**config.mk**
```make
export PLATFORM = sky130hd
export DESIGN_NAME = irq_controller
export DESIGN_NICKNAME = d
export VERILOG_FILES = /design/src/rtl/irq_controller.sv
export SDC_FILE = /design/constraint.sdc
export NUM_CORES = 1
export LEC_CHECK = 0
export BUFFER_PORTS_ARGS = -buffer_cell sky130_fd_sc_hd__buf_2
export CELL_PAD_IN_SITES_DETAIL_PLACEMENT = 2
export CELL_PAD_IN_SITES_GLOBAL_PLACEMENT = 2
export CORE_MARGIN = 2
export CORE_UTILIZATION = 27
export CTS_BUF_LIST = sky130_fd_sc_hd__clkbuf_2
export DETAILED_ROUTE_END_ITERATION = 10
export GPL_ROUTABILITY_DRIVEN = 0
export PLACE_DENSITY_LB_ADDON = 0.1
export SLEW_MARGIN = 15
export SYNTH_ARGS = -nofsm -noshare
export SYNTH_HDL_FRONTEND = slang
export SYNTH_SLANG_ARGS = --single-unit
```
**constraint.sdc**
```tcl
create_clock -name i_clk -period 1.8 [get_ports i_clk]
set_input_delay 0 -clock i_clk [delete_from_list [all_inputs] [get_ports i_clk]]
set_output_delay 0 -clock i_clk [all_outputs]
set_load 0.02 [all_outputs]
```
**src/rtl/irq_controller.sv**
```systemverilog
// Interrupt controller: latches level/edge source requests,
// masks with ENABLE, signals the lowest-index request, claim/complete.
module irq_controller #(
  parameter int NUM_SRC = 8
) (
  input  logic               i_clk,
  input  logic               i_rst_n,
  input  logic               i_sel,
  input  logic [2:0]         i_addr,
  input  logic [31:0]        i_wdata,
  input  logic               i_wen,
  output logic [31:0]        o_rdata,
  input  logic [NUM_SRC-1:0] i_src_irq,
  output logic               o_ext_irq,
  output logic [4:0]         o_ext_irq_id
);

  typedef enum logic {
    S_IDLE,
    S_SERVING
  } state_t;

  state_t             r_state;
  state_t             w_state_nxt;
  logic [NUM_SRC-1:0] r_pend;
  logic [NUM_SRC-1:0] r_en;
  logic [NUM_SRC-1:0] r_trig;
  logic [NUM_SRC-1:0] r_src_q;
  logic [4:0]         r_isr_id;
  logic               r_claim_q;

  logic [NUM_SRC-1:0] w_act;
  logic [NUM_SRC-1:0] w_w1c;
  logic [NUM_SRC-1:0] w_claim_clr;
  logic [NUM_SRC-1:0] w_pend_nxt;
  logic               w_cand_vld;
  logic [4:0]         w_cand_id;
  logic               w_wr;
  logic               w_rd_claim;
  logic               w_claim;
  logic               w_complete;
  logic               w_idle;

  assign w_idle     = (r_state == S_IDLE);
  assign w_wr       = i_sel & i_wen;
  assign w_rd_claim = i_sel & ~i_wen & (i_addr == 3'd3);
  assign w_claim    = w_rd_claim & ~r_claim_q & w_idle & w_cand_vld;
  assign w_complete = w_wr & (i_addr == 3'd3) & ~w_idle
                    & (i_wdata[4:0] == r_isr_id);
  assign w_act      = r_pend & r_en;
  assign w_w1c      = (w_wr && i_addr == 3'd0) ?
                      i_wdata[NUM_SRC-1:0] : '0;

  // Lowest active index wins; also builds the claim clear mask
  always_comb begin
    w_cand_vld  = 1'b0;
    w_cand_id   = '0;
    w_claim_clr = '0;
    for (int i = NUM_SRC - 1; i >= 0; i--) begin
      if (w_act[i]) begin
        w_cand_vld = 1'b1;
        w_cand_id  = 5'(i);
      end
    end
    for (int i = 0; i < NUM_SRC; i++) begin
      w_claim_clr[i] = w_claim && (w_cand_id == 5'(i));
    end
  end

  // Edge bits: a new edge beats any clear; level bits follow src_q
  always_comb begin
    w_pend_nxt = (r_trig & ((i_src_irq & ~r_src_q)
               | (r_pend & ~(w_w1c | w_claim_clr))))
               | (~r_trig & i_src_irq);
  end

  // Next state: claim enters service, matching complete leaves it
  always_comb begin
    w_state_nxt = r_state;
    unique case (r_state)
      S_IDLE:    if (w_claim)    w_state_nxt = S_SERVING;
      S_SERVING: if (w_complete) w_state_nxt = S_IDLE;
      default:   w_state_nxt = S_IDLE;
    endcase
  end

  // State register and in-service ID
  always_ff @(posedge i_clk or negedge i_rst_n) begin
    if (!i_rst_n) begin
      r_state   <= S_IDLE;
      r_isr_id  <= '0;
      r_claim_q <= 1'b0;
    end else begin
      r_state   <= w_state_nxt;
      r_claim_q <= w_rd_claim;
      if (w_claim)         r_isr_id <= w_cand_id;
      else if (w_complete) r_isr_id <= '0;
    end
  end

  // Source sampling, pending and config registers
  always_ff @(posedge i_clk or negedge i_rst_n) begin
    if (!i_rst_n) begin
      r_pend  <= '0;
      r_en    <= '0;
      r_trig  <= '0;
      r_src_q <= '0;
    end else begin
      r_src_q <= i_src_irq;
      r_pend  <= w_pend_nxt;
      if (w_wr && i_addr == 3'd1) r_en   <= i_wdata[NUM_SRC-1:0];
      if (w_wr && i_addr == 3'd2) r_trig <= i_wdata[NUM_SRC-1:0];
    end
  end

  // Registered request line to the core
  always_ff @(posedge i_clk or negedge i_rst_n) begin
    if (!i_rst_n) begin
      o_ext_irq    <= 1'b0;
      o_ext_irq_id <= '0;
    end else begin
      o_ext_irq    <= w_idle & w_cand_vld;
      o_ext_irq_id <= w_cand_id;
    end
  end

  // Combinational register readback
  always_comb begin
    o_rdata = '0;
    if (i_sel) begin
      unique case (i_addr)
        3'd0:    o_rdata = 32'(r_pend);
        3'd1:    o_rdata = 32'(r_en);
        3'd2:    o_rdata = 32'(r_trig);
        3'd3:    o_rdata = {w_idle & w_cand_vld, 26'b0, w_cand_id};
        3'd4:    o_rdata = {19'b0, r_isr_id, 7'b0, ~w_idle};
        default: o_rdata = '0;
      endcase
    end
  end

endmodule

```
==> results.py, run 1 <==
metrics = {
    "worst_setup_path": {
        "end_kind": "output pin",
        "rr_worst_depth": 6,
        "crit_type": "reg -> out",
        "cp_max_fo": 3,
        "r2r_slack_ps": -110,
        "timing.rr.start": "r_pend[0]$_DFF_PN0_",
        "crit_arrival_ps": 2100,
        "cp.required_ps": 1800,
        "startpoint": "r_en[7]$_DFFE_PN0P_",
        "endpoint": "o_rdata[1]",
        "crit_path_start_kind": "register",
        "r2r_end": "r_pend[5]$_DFF_PN0_",
    },
    "pwr": {
        "peakVddDrop_mv": 0.3469,
        "power.density_mw_per_mm2": 1015,
        "leakagePower_nw": 1.553,
    },
    "detailed_routing": {
        "wire_per_inst_um": 17.75,
        "drc": 0,
        "vias": 1908,
        "vias_per_cell": 4.587,
        "first_iter_violations": 51,
        "drt-total-wl_um": 7385,
        "dr.pass1.iters": 4,
        "antenna_left": 0,
    },
    "timing": {
        "rsz0062_at_grt": "yes",
        "whs_ps": 72.36,
        "finalSetupViolCount": 13,
        "final-hold-violation-count": 0,
        "slew_viol_final": 0,
        "period_minus_slack_ps": 2105,
        "max_freq_mhz": 475.1,
        "fin_crit_sh": 1.169,
        "fin_skew_ps": 30.67,
        "setup_slack_ps": -304.6,
    },
    "yosys": {
        "ys_warn_count": 0,
        "syn_inst": 208,
        "synth-edff-count": 0,
        "synth_top_area_share": 0.4729,
        "syn_area_per_cell_um2": 10.43,
        "yosys-top-cells-area": "dfrtp_1 (47%), mux2_2 (8.3%), buf_4 (7.6%)",
        "synth-main-ff-cell": "dfrtp_1",
        "ys_seq_area_frac": 0.4729,
        "synth.cell_area_mm2": 0.002170,
        "synth_seq_cells": 41,
        "synth_largest_area_cell": "dfrtp_1",
        "ys_types": 37,
        "async_flop_share": 1.000,
    },
    "grt": {
        "grt_pass1_vias": 2016,
        "grt.total_usage": 0.1718,
        "grt_pass1_wl_um": 11210,
        "grt_overflow": 0,
        "antenna_found_initial": 0,
        "grt_max_degree": 42,
    },
    "clock_tree": {
        "cts_buffers": 5,
        "clock_sinks": 41,
        "clk_pin_slew_ps": 240,
        "cts_root_buffer": "clkbuf_2",
        "worst_skew_pair.late_latency_ps": 400,
        "clk_path_buf_depth": 2,
        "cts_max_level": 2,
        "cts_tree": "yes",
    },
    "final_layout": {
        "diodes": 0,
        "layout_common_cells": "dfrtp_1 (41), buf_4 (41), buf_2 (34)",
        "area_growth_pct": 47.12,
        "drive_gt1_frac": 0.4331,
        "fillers": 871,
        "fin_nets": 360,
    },
    "outcome": {
        "failed_checks": "setup timing",
        "status": "finished with violations",
    },
    "placed_design": {
        "hpwl_um": 5042,
        "place_ws_ps": -98.25,
        "port_buffers": 38,
    },
    "floorplan": {
        "die_w_um": 93.64,
        "ios": 85,
        "rows": 32,
        "dieArea_mm2": 0.008768,
        "chipHeight_um": 93.64,
        "fp.coreArea_mm2": 0.007767,
        "start_util": 0.2793,
    },
    "min_path": {
        "hold_path.class": "in -> async",
    },
    "job": {
        "cap_viol_max_count": 0,
    },
}
==> flip-flops by register name, summed over array words and instances (netlist names) <==
name and count:
o_ext_irq 1, o_ext_irq_id 3, r_claim_q 1, r_en 8, r_isr_id 3, r_pend 8, r_src_q 8, r_state 1
r_trig 8
==> worst min path at each step <==
stage	start	end
final	i_rst_n	r_pend[4]$_DFF_PN0_
after detailed placement	i_rst_n	r_trig[1]$_DFFE_PN0P_
after CTS	i_rst_n	r_pend[4]$_DFF_PN0_
after floorplan	i_rst_n	o_ext_irq$_DFF_PN0_
after global placement	i_rst_n	r_src_q[0]$_DFF_PN0_
after global routing	i_rst_n	r_pend[4]$_DFF_PN0_
==> layer usage <==
layer  global-route usage  up-vias  share of wire  wire length (µm)
li1                     -      907              -                 -
met1               0.2376      954           0.47              3462
met2               0.2860       43           0.49              3594
met3              0.02579        4          0.033               243
met4              0.03623        0          0.011                84
met5                    0        -              0                 0
==> cell families after synthesis <==
group                  share of synthesized area
other                                   0.001728
buffers and inverters                    0.08362
XOR/XNOR                                 0.01211
AO/OA/AOI/OAI                             0.1119
flip-flops                                0.4729
multiplexers                              0.1315
AND/OR/NAND/NOR                           0.1863
==> Yosys cell counts (2+ instances only) <==
master and count:
buf_4 22, nor3_1 4, a21oi_1 9, nand2_1 28, a22oi_1 5, mux4_2 2, nand2b_1 3, a21o_1 5
nor2_1 15, nand3_1 5, nor3b_1 2, xor2_1 3, mux2_2 16, dfrtp_1 41, a22o_1 5, o21ai_0 4
and3_1 4, clkbuf_1 2, a221oi_1 4, or4_1 2, mux2i_1 6, nor2b_1 6
==> report_power, final <==
group          switching, mW  internal, mW  leakage (nW)  total [mW]
logic                  0.697         0.700          1.01        1.40
clock network          0.317         0.237        0.0406       0.554
registers              0.166          1.12         0.497        1.29
==> through the flow <==
stage	area [µm²]	instances	utilization	total power, mW	setup TNS (ps)
5_1_grt	3192	416	0.4109	3.451	-2698
2_1_floorplan	2248	229	-	1.856	0
3_3_place_gp	2653	377	0.3415	2.318	-93.37
4_1_cts	3067	412	0.3948	3.134	-1078
6_report	3192	416	0.4109	3.240	-1433
3_5_place_dp	2653	377	0.3415	2.356	-223.0
==> layout make-up <==
class	instances	area, µm²	area share
clock buffer	6	30.03	0.009408
clock inverter	2	33.78	0.01058
multi-input combinational	162	1196	0.3748
sequential	41	1026	0.3214
tap	102	127.6	0.03998
timing repair buffer	103	778.2	0.2438
==> critical path: stages (launching register included) <==
cell	delay, ps
dfrtp_1	450
a22oi_2	170
buf_4	150
nand2b_4	130
a21oi_4	50
mux4_2	480
nor2b_4	140
buf_6	130
==> what timing repair did <==
item | CTS | global route
setup endpoints to repair | 8 | 14
resized for setup | 23 | 23
pin swaps | 10 | 11
hold buffers | 19 | 0
setup buffers | 8 | 7
hold endpoints to repair | 74 | 0
Power figures use the tool's default switching activity.
==> run 2, diff against run 1 <==
==> constraint.sdc (replaced) <==
create_clock -name i_clk -period 1.8 [get_ports i_clk]
set_input_delay 0.18 -clock i_clk [delete_from_list [all_inputs] [get_ports i_clk]]
set_output_delay 0.18 -clock i_clk [all_outputs]
set_load 0.02 [all_outputs]
==> run 2 against run 1 <==
The run still ends with setup timing left. Hold slack got worse by 39 ps. Sequential share of layout area fell by 0.42 points. Via count rose by 3.5%. Cell area rose by 1.5%. Critical path depth fell by 1.
==> results.py, run 2 (synthesis results as in run 1) <==
metrics = {
    "clock_tree": {
        "clk_pin_slew_ps": 220,
        "cts_buffers": 5,
        "cts_root_buffer": "clkbuf_2",
        "clock_sinks": 41,
        "cts_max_level": 2,
        "clk_path_buf_depth": 2,
        "worst_skew_pair.late_latency_ps": 430,
        "cts_tree": "yes",
    },
    "grt": {
        "grt_overflow": 0,
        "grt_pass1_wl_um": 11450,
        "antenna_found_initial": 0,
        "grt_pass1_vias": 2103,
        "grt_max_degree": 23,
        "grt.total_usage": 0.1749,
    },
    "timing": {
        "finalSetupViolCount": 15,
        "max_freq_mhz": 435.3,
        "final-hold-violation-count": 0,
        "slew_viol_final": 0,
        "totalNegativeSetupSlack_ps": -2513,
        "rsz0062_at_grt": "yes",
        "fin_skew_ps": 16.27,
        "period_minus_slack_ps": 2297,
        "whs_ps": 33.58,
        "setup_slack_ps": -497.4,
        "fin_crit_sh": 1.276,
    },
    "final_layout": {
        "drive_gt1_frac": 0.4669,
        "diodes": 0,
        "layout_common_cells": "buf_4 (44), dfrtp_1 (40), buf_2 (31)",
        "final_common_cell": "buf_4",
        "multi_input_area_mm2": 0.001217,
        "final_area_mm2": 0.003238,
        "final_core_util": 0.4169,
        "fin_nets": 363,
        "area_growth_pct": 49.25,
        "fillers": 847,
        "seq_area_mm2": 0.001027,
    },
    "floorplan": {
        "rows": 32,
        "chipHeight_um": 93.64,
        "ios": 85,
        "die_w_um": 93.64,
        "fp.coreArea_mm2": 0.007767,
        "start_util": 0.2793,
        "dieArea_mm2": 0.008768,
    },
    "pwr": {
        "leakagePower_nw": 1.569,
        "power.density_mw_per_mm2": 1000,
        "power_mw": 3.238,
        "peakVddDrop_mv": 0.2718,
    },
    "detailed_routing": {
        "antenna_left": 0,
        "vias_per_cell": 4.711,
        "dr.pass1.iters": 4,
        "drt-total-wl_um": 7401,
        "drc": 0,
        "vias": 1974,
        "first_iter_violations": 31,
        "wire_per_inst_um": 17.66,
    },
    "placed_design": {
        "hpwl_um": 5101,
        "placed_cell_area_mm2": 0.002683,
        "port_buffers": 38,
    },
    "min_path": {
        "min_path_cells": 3,
        "hold_path.class": "in -> reg",
    },
    "worst_setup_path": {
        "cp_max_fo": 2,
        "end_kind": "output pin",
        "cp.required_ps": 1620,
        "rr_worst_depth": 6,
        "crit_path_start_kind": "register",
        "crit_arrival_ps": 2120,
        "crit_type": "reg -> out",
    },
    "job": {
        "cap_viol_max_count": 0,
    },
    "outcome": {
        "status": "finished with violations",
        "failed_checks": "setup timing",
    },
}
==> run 2: routing by layer <==
metal  share of wire  up-vias  global-route usage
met3           0.031        8             0.02901
met4           0.017        0             0.05072
met5               0        -                   0
li1                -      911                   -
met1            0.46     1006              0.2322
met2            0.49       49              0.2938
==> run 2: critical path, cell delays in order (launching register included) <==
cell and delay [ps]:
dfrtp_1 460, a22oi_2 260, nand2b_4 180, a21oi_4 50, mux4_2 470, nor2b_4 150
buf_6 130
==> run 2: per-stage QoR <==
stage / instances / setup WS, ps
after floorplan: 229 / 2.068
after global placement: 381 / -174.3
after detailed placement: 381 / -200.1
after CTS: 409 / -498.3
after global routing: 419 / -585.5
final: 419 / -497.4
==> run 2: power by group <==
group,internal [mW],total (mW),switching (mW)
registers,1.12,1.29,0.169
logic,0.795,1.53,0.736
clock network,0.0850,0.415,0.330
total,2.00,3.24,1.23
==> run 2: what timing repair did <==
item                                    4_1_cts  5_1_grt
endpoints found under the hold margin        38        1
buffers inserted                             10       11
pin swaps                                    14       13
hold buffers                                 11        1
endpoints found under the setup margin       12       19
resized for setup                            42       23
==> run 2: area by class of cell <==
| class | count | share of cell area |
|---|---|---|
| clock buffers | 5 | 0.007728 |
| clock inverters | 3 | 0.003864 |
| multi-input cells | 162 | 0.3760 |
| flip-flops and latches | 41 | 0.3172 |
| well taps | 102 | 0.03941 |
| repair buffers | 106 | 0.2558 |
==> run 2: worst paths after layout <==
check / from / end / slack, ps
max: r_en[7]$_DFFE_PN0P_ / o_rdata[1] / -500
max reg2reg: r_en[1]$_DFFE_PN0P_ / r_pend[5]$_DFF_PN0_ / -190
max in group asynchronous: i_rst_n / r_en[7]$_DFFE_PN0P_ / 1090
min: i_wen / r_claim_q$_DFF_PN0_ / 30
min in group asynchronous: i_rst_n / r_trig[1]$_DFFE_PN0P_ / 200
min reg2reg: r_src_q[6]$_DFF_PN0_ / r_pend[6]$_DFF_PN0_ / 540
==> run 3, diff against run 2 <==
- CORE_UTILIZATION: 27 -> 26
- CTS_BUF_LIST: sky130_fd_sc_hd__clkbuf_2 -> sky130_fd_sc_hd__clkbuf_16
==> run 3 against run 2 <==
The run still ends with setup timing left. Die area up 3.7%. Cell count down 5.0%. Register-to-register slack better by 70 ps. Clock skew down 12 ps.
==> results.py, run 3 (synthesis results as in run 1) <==
metrics = {
    "floorplan": {
        "die_w_um": 95.35,
        "ios": 85,
        "dieArea_mm2": 0.009092,
        "start_util": 0.2667,
        "fp.coreArea_mm2": 0.008134,
        "chipHeight_um": 95.35,
        "rows": 33,
    },
    "grt": {
        "gr-usage-met2": 0.2852,
        "top_usage_layer": "met2",
        "grt_max_degree": 22,
        "antenna_found_initial": 0,
        "gr-usage-met3": 0.01660,
        "grt_pass1_wl_um": 11590,
        "grt_overflow": 0,
        "use_met1": 0.2409,
        "grt_pass1_vias": 1989,
        "grt.total_usage": 0.1725,
    },
    "timing": {
        "period_minus_slack_ps": 2129,
        "worst_pin_slew_ps": 509.5,
        "fin_crit_sh": 1.183,
        "totalNegativeSetupSlack_ps": -1158,
        "slew_headroom": 0.6603,
        "rsz0062_at_grt": "yes",
        "max_freq_mhz": 469.7,
        "setup_slack_ps": -329.1,
        "final-hold-violation-count": 0,
        "slew_viol_final": 0,
        "finalSetupViolCount": 9,
        "fin_skew_ps": 4.673,
    },
    "placed_design": {
        "dpl.cell_count": 384,
        "port_buffers": 38,
        "hpwl_um": 5082,
    },
    "detailed_routing": {
        "vias_per_cell": 4.611,
        "drc": 0,
        "drt-total-wl_um": 7247,
        "first_iter_violations": 32,
        "dr.pass1.iters": 6,
        "wire_per_inst_um": 18.21,
        "antenna_left": 0,
        "vias": 1835,
    },
    "pwr": {
        "power.density_mw_per_mm2": 1126,
        "peakVddDrop_mv": 0.4076,
        "leakagePower_nw": 1.483,
    },
    "final_layout": {
        "finalNonFillerCells": 398,
        "fin_nets": 340,
        "drive_gt1_frac": 0.4573,
        "area_growth_pct": 41.41,
        "diodes": 0,
        "final_common_cell": "dfrtp_1",
        "layout_common_cells": "dfrtp_1 (41), buf_4 (38), buf_2 (34)",
    },
    "outcome": {
        "failed_checks": "setup timing",
        "status": "finished with violations",
    },
    "min_path": {
        "hold_path.class": "in -> reg",
        "min_from": "i_src_irq[6]",
        "min_path_cells": 1,
        "hold_end": "r_src_q[6]$_DFF_PN0_",
    },
    "worst_setup_path": {
        "cp.required_ps": 1620,
        "crit_family": "multiplexers",
        "r2r_end": "r_pend[5]$_DFF_PN0_",
        "cp_slowest_cell": "mux4_2",
        "timing.rr.start": "r_en[1]$_DFFE_PN0P_",
        "end_kind": "output pin",
        "path_cells": "a22oi_2 > buf_4 > nand2b_4 > a21oi_4 > mux4_2 > nor2b_4 > buf_6",
        "r2r_slack_ps": -120,
        "critPathMaxStageDelay_ps": 490,
        "crit_arrival_ps": 1950,
        "crit_type": "reg -> out",
        "crit_buf_inv": 2,
        "rr_worst_depth": 6,
        "crit_path_start_kind": "register",
        "cp_max_fo": 2,
    },
    "clock_tree": {
        "cts_buffers": 5,
        "cts_max_level": 2,
        "cts_tree": "yes",
        "cts_root_buffer": "clkbuf_16",
        "worst_skew_pair.late_latency_ps": 280,
        "clock_sinks": 41,
        "clk_path_buf_depth": 2,
        "clk_pin_slew_ps": 60,
    },
    "job": {
        "cap_viol_max_count": 0,
    },
}
run 3: cell types whose count changed in the layout (fill, tap and decap cells not counted), moves of 2 or more:
cell	change
dlygate4sd3_1	-11
nor3_4	-2
buf_2	+3
clkbuf_16	+5
clkbuf_2	-5
nor3_2	+2
buf_4	-6
buf_6	-9
run 3: worst register-to-register path: stages, from the launching register on:
cell      delay (ps)
dfrtp_1          380
a22o_1           290
or4b_4           600
nor3b_2          190
buf_4            140
a221oi_2          50
a21o_1           150
run 3: layer usage:
layer  up-vias  share of wire
met4         0         0.0086
met3         4          0.029
li1        869              -
met1       924           0.47
met5         -              0
met2        38           0.50
run 3: per-stage QoR:
| step | total power, mW | hold slack, ps | cell area [µm²] | utilization | setup WS [ps] |
|---|---|---|---|---|---|
| global route | 3.668 | 4.844 | 3068 | 0.3772 | -380.0 |
| detailed placement | 2.365 | 188.5 | 2686 | 0.3303 | -195.8 |
| CTS | 3.423 | 9.553 | 2994 | 0.3681 | -352.2 |
| floorplan | 1.856 | -115.6 | 2248 | - | 2.068 |
| global placement | 2.336 | 192.1 | 2686 | 0.3303 | -180.0 |
| finish | 3.456 | 17.32 | 3068 | 0.3772 | -329.1 |
run 3: layout make-up:
| class | instances | area [µm²] |
|---|---|---|
| Tap cell | 105 | 131.4 |
| Multi-Input combinational cell | 162 | 1187 |
| Timing Repair Buffer | 83 | 586.8 |
| Sequential cell | 41 | 1026 |
| Fill cell | 907 | 5066 |
| Clock inverter | 2 | 11.26 |
| Clock buffer | 5 | 125.1 |
run 3: what timing repair did:
action                     CTS  global route
hold endpoints to repair    20             0
resized for setup           33            13
pin swaps                   16             9
buffers inserted             5             2
hold buffers                 1             0
setup endpoints to repair   11            14
run 3: report_power, final:
group	total, mW	switching, mW	internal (mW)
registers	1.29	0.164	1.13
logic	1.30	0.671	0.628
clock network	0.867	0.366	0.502
run 3: worst max-delay path by stage:
| stage | startpoint | endpoint | slack [ps] | cells after the start |
|---|---|---|---|---|
| after floorplan | r_en[1]$_DFFE_PN0P_ | r_pend[5]$_DFF_PN0_ | 2 | 5 |
| after global placement | r_en[1]$_DFFE_PN0P_ | r_pend[4]$_DFF_PN0_ | -180 | 6 |
| after detailed placement | r_en[1]$_DFFE_PN0P_ | r_pend[4]$_DFF_PN0_ | -200 | 6 |
| after CTS | r_en[7]$_DFFE_PN0P_ | o_rdata[1] | -350 | 7 |
| after global routing | r_en[7]$_DFFE_PN0P_ | o_rdata[1] | -380 | 7 |
| final | r_en[7]$_DFFE_PN0P_ | o_rdata[1] | -330 | 7 |
